===== config.mk =====
export PLATFORM = sky130hd
export DESIGN_NAME = head_flit_queue_decoder
export DESIGN_NICKNAME = d
export VERILOG_FILES = /design/src/rtl/head_flit_queue_decoder.sv
export SDC_FILE = /design/constraint.sdc
export NUM_CORES = 1
export LEC_CHECK = 0
export ABC_AREA = 0
export ABC_CLOCK_PERIOD_IN_PS = 1700
export CORE_MARGIN = 10
export CORE_UTILIZATION = 45
export CTS_BUF_LIST = sky130_fd_sc_hd__clkbuf_8
export CTS_CLUSTER_DIAMETER = 50
export CTS_CLUSTER_SIZE = 30
export DETAILED_ROUTE_END_ITERATION = 10
export PLACE_DENSITY_LB_ADDON = 0.1
export RECOVER_POWER = 25
export SLEW_MARGIN = 15
export SYNTH_ARGS = -nofsm -noshare
export SYNTH_HDL_FRONTEND = slang
export SYNTH_SLANG_ARGS = --single-unit

===== constraint.sdc =====
create_clock -name clk -period 1.7 [get_ports clk]
set_input_delay 0.34 -clock clk [delete_from_list [all_inputs] [get_ports clk]]
set_output_delay 0.34 -clock clk [all_outputs]
set_load 0.05 [all_outputs]

===== src/rtl/head_flit_queue_decoder.sv =====
// Head-flit store and route decoder for one router input port / VC plane.
// Phits are assembled into whole head flits, queued, and the oldest flit is decoded into a route request.
module head_flit_queue_decoder #(
  parameter int N             = 4,
  parameter int INDEX         = 1,
  parameter int DATA_WIDTH    = 8,
  parameter int PhitPerFlit   = 2,
  parameter int HFBDepth      = 4,
  parameter int REQUEST_WIDTH = 2,
  localparam int DEST_W       = (N > 1) ? $clog2(N) : 1,
  localparam int FLIT_W       = DATA_WIDTH * PhitPerFlit
) (
  input  logic                     clk,
  input  logic                     rst,
  input  logic                     wr_en,
  input  logic [DATA_WIDTH-1:0]    din,
  input  logic                     rd_en,
  output logic                     full,
  output logic                     empty,
  output logic [FLIT_W-1:0]        dout,
  input  logic                     decodeHeadFlit,
  output logic [REQUEST_WIDTH-1:0] RequestMessage,
  output logic                     headFlitDecoded
);

  localparam int PTR_W = $clog2(HFBDepth);
  localparam int CNT_W = $clog2(HFBDepth + 1);
  localparam int PH_W  = (PhitPerFlit > 1) ? $clog2(PhitPerFlit) : 1;

  logic [FLIT_W-1:0] mem [HFBDepth];
  logic [FLIT_W-1:0] asm_q;
  logic [FLIT_W-1:0] flit_in;
  logic [PH_W-1:0]   phit_cnt;
  logic [PTR_W-1:0]  wr_ptr;
  logic [PTR_W-1:0]  rd_ptr;
  logic [CNT_W-1:0]  cnt;
  logic [CNT_W-1:0]  cnt_nxt;
  logic              push_ok;
  logic              flit_done;
  logic              pop;
  logic [DEST_W-1:0] dest;

  // Handshake: a phit is taken when wr_en & ~full, a flit is released when rd_en & ~empty;
  // both qualifiers are sampled at the same rising edge, so a full queue refuses a write even while popping.
  assign push_ok   = wr_en & ~full;
  assign flit_done = push_ok & (phit_cnt == PH_W'(PhitPerFlit - 1));
  assign pop       = rd_en & ~empty;

  // The incoming phit lands in its slot of the assembly image; the last slot completes the flit.
  always_comb begin
    flit_in = asm_q;
    flit_in[int'(phit_cnt)*DATA_WIDTH +: DATA_WIDTH] = din;
  end

  always_comb begin
    cnt_nxt = cnt;
    if (flit_done && !pop)      cnt_nxt = cnt + 1'b1;
    else if (!flit_done && pop) cnt_nxt = cnt - 1'b1;
  end

  always_ff @(posedge clk) begin
    if (push_ok)   asm_q       <= flit_in;
    if (flit_done) mem[wr_ptr] <= flit_in;
  end

  always_ff @(posedge clk or negedge rst) begin
    if (!rst) begin
      phit_cnt <= '0;
      wr_ptr   <= '0;
      rd_ptr   <= '0;
      cnt      <= '0;
      full     <= 1'b0;
      empty    <= 1'b1;
    end else begin
      if (push_ok) phit_cnt <= flit_done ? '0 : phit_cnt + 1'b1;
      if (flit_done) wr_ptr <= (wr_ptr == PTR_W'(HFBDepth - 1)) ? '0 : wr_ptr + 1'b1;
      if (pop)       rd_ptr <= (rd_ptr == PTR_W'(HFBDepth - 1)) ? '0 : rd_ptr + 1'b1;
      cnt   <= cnt_nxt;
      full  <= (cnt_nxt == CNT_W'(HFBDepth));
      empty <= (cnt_nxt == '0);
    end
  end

  assign dout = empty ? '0 : mem[rd_ptr];

  // Route code: 0 local, 1 toward higher node numbers, 2 toward lower ones.
  assign dest            = dout[DEST_W-1:0];
  assign headFlitDecoded = decodeHeadFlit & ~empty;

  always_comb begin
    RequestMessage = '0;
    if (headFlitDecoded) begin
      if (dest == DEST_W'(INDEX))     RequestMessage = REQUEST_WIDTH'(0);
      else if (dest > DEST_W'(INDEX)) RequestMessage = REQUEST_WIDTH'(1);
      else                            RequestMessage = REQUEST_WIDTH'(2);
    end
  end

endmodule


==> results.tsv <==
metric	value	unit
grt-ovfl-total	0	
cts_root_buf	clkbuf_8	
hold_viol_final	0	
drv_cap	0	
hp-class	input port to async pin	
placedCellCount	348	
ios	34	
slew_viol_final	0	
wl_per_cell	19.2	um
port_buffers	33	
rr_endpoint	empty$_DFF_PN1_	
setup_ws	-0.499	ns
wirelength	7.12	mm
fillers	606	
rsz0062_at_grt	yes	
synthArstFlopShare	0.111	
netlist.area_leader.share	0.643	
synth_cells	198	
clockBufferDepth	2	
ir_drop	0.772	mV
floorplan.initialDensity	0.459	
finalPower	9.25	mW
worstPathArrival	1.86	ns
fin_area	0.00479	mm2
num_vias	1948	
cp-end-kind	output port	
final_cell_mix	80 x edfxtp_1, 22 x buf_4, 16 x mux4_2, 12 x mux2_2, 12 x nor2b_4	
synth_nets	218	
seqCellArea	0.00266	mm2
dp_slack	-0.145	ns
die_height	111	um
gp_congestion	0.737	
reg2reg_setup_slack	0.18	ns
p_per_area	1930	mW/mm2
outcome	finished with violations	
yosysSeqAreaShare	0.710	
ant_nets	0	
dr.pass1.iters	4	
instances_no_fill	370	
fin_skew	0.00757	ns
synth-edff-count	80	
clk_pin_slew	0.09	ns
ys.flop_type	edfxtp_1	
cts_buffers	9	
diodes	0	
netlist_area	0.00374	mm2
grt.total_usage	0.120	
leakage	1.77	nW
rows	33	
grt_pass1_wl	11.6	mm
setup_viol_count_final	18	
cp_max_fo	6	
synth_cell_types	33	
cts_tree	done	
critPathKind	flop to output port	
layout_min_cycle_time	2.20	ns
violations	negative setup slack	
holdWs	0.381	ns
core	0.00813	mm2
ys_top_cells_by_area	edfxtp_1 64%, mux4_2 9.6%, dfrtp_1 6.0%	
timing.final.crit_share	1.29	
relSlewSlack	0.614	
cts_hold_buffers	0	
worstReg2RegStart	empty$_DFF_PN1_	
viasPerCell	5.26	
fin_nets	280	
antenna_found_initial	0	
fmax	0.455	GHz
tns	-7.88	ns
avgSynthCellArea	18.9	um2
post_dp_cell_area	0.00445	mm2
drc	0	
cts_sinks	90	
fp.dieW	111	um
worstSkewPairLatency	0.36	ns
multi_input_area	0.00111	mm2
worst-slew-pin-transition	0.580	ns
grt_start_max_net_pins	18	
layout_commonest_cell	edfxtp_1	
dp_hpwl	4.78	mm
dieArea	0.0123	mm2
required	1.36	ns
final_util	0.589	
drive_gt1_frac	0.438	
drt-initial-drc-count	57	
grt_pass1_vias	2201	
yosysWarnings	0	
ys_seq_elements	90	
worstRegToRegCells	4	
yosysTopAreaCell	edfxtp_1	
syn_to_final_growth	28.3	%
start_kind	flop	
cts-htree-levels	3	
-- worst max-delay path by stage --
stage / start / end
floorplan: rd_ptr[0]$_DFFE_PN0P_ / RequestMessage[1]
global placement: rd_ptr[0]$_DFFE_PN0P_ / RequestMessage[1]
detailed placement: rd_ptr[0]$_DFFE_PN0P_ / RequestMessage[1]
CTS: rd_ptr[0]$_DFFE_PN0P_ / dout[2]
global route: rd_ptr[0]$_DFFE_PN0P_ / RequestMessage[1]
finish: rd_ptr[0]$_DFFE_PN0P_ / RequestMessage[1]
-- synth_stat cells (all sizes together), types with 2 or more instances --
| cell type | instances |
|---|---|
| edfxtp | 80 |
| mux2 | 16 |
| mux4 | 16 |
| nor2b | 13 |
| dfrtp | 9 |
| buf | 7 |
| ha | 7 |
| and2b | 6 |
| and2 | 5 |
| nand2 | 5 |
| nor2 | 5 |
| inv | 4 |
| nor3 | 3 |
| o21ai | 3 |
| and3b | 2 |
| nand3 | 2 |
| xnor2 | 2 |
-- registers in the layout (all words and copies together) (netlist names) --
name / flops
rd_ptr: 2
full: 1
wr_ptr: 2
asm_q: 16
mem: 64
empty: 1
cnt: 3
phit_cnt: 1
-- critical path, cell delays in order (launching register included) --
cell and delay [ns]:
dfrtp_1 0.42, buf_12 0.14, mux4_2 0.53, nor3b_4 0.25, buf_12 0.16
-- timing repair --
item	4_1_cts	5_1_grt
endpoints found under the setup margin	19	20
gates resized for setup	16	5
gates cloned	0	0
setup buffers	4	2
pin swaps	2	1
-- power by group --
part	switching [mW]	internal [mW]	total, mW
Sequential	0.186	3.11	3.30
Combinational	2.35	1.99	4.35
Clock	0.766	0.841	1.61
Total	3.31	5.95	9.25
-- per-layer routing --
| metal | vias up | wire [um] | global-route usage |
|---|---|---|---|
| met4 | 0 | 130 | 0.0566 |
| met1 | 1006 | 2850 | 0.133 |
| met3 | 13 | 313 | 0.0308 |
| li1 | 893 | - | - |
| met2 | 36 | 3820 | 0.208 |
| met5 | - | 0 | 0 |
-- layout make-up --
| cell class | count | share of cell area |
|---|---|---|
| multi-input combinational | 96 | 0.233 |
| sequential | 90 | 0.554 |
| clock inverter | 7 | 0.0209 |
| inverter | 4 | 0.00313 |
| clock buffer | 9 | 0.0258 |
| timing repair buffer | 59 | 0.136 |
| tap | 105 | 0.0274 |
-- cell families (layout without fill, tap and decap cells) --
family,Yosys count,count (layout),synth area share
and+or+nand+nor,45,45,0.0750
AOI/OAI and AO/OA,9,9,0.0184
muxes,32,32,0.145
buffers and inverters,12,79,0.0211
xor gates and xnor gates,3,3,0.00703
DFF,90,90,0.710
adders and majority gates,7,7,0.0234
Power figures use the tool's default switching activity.
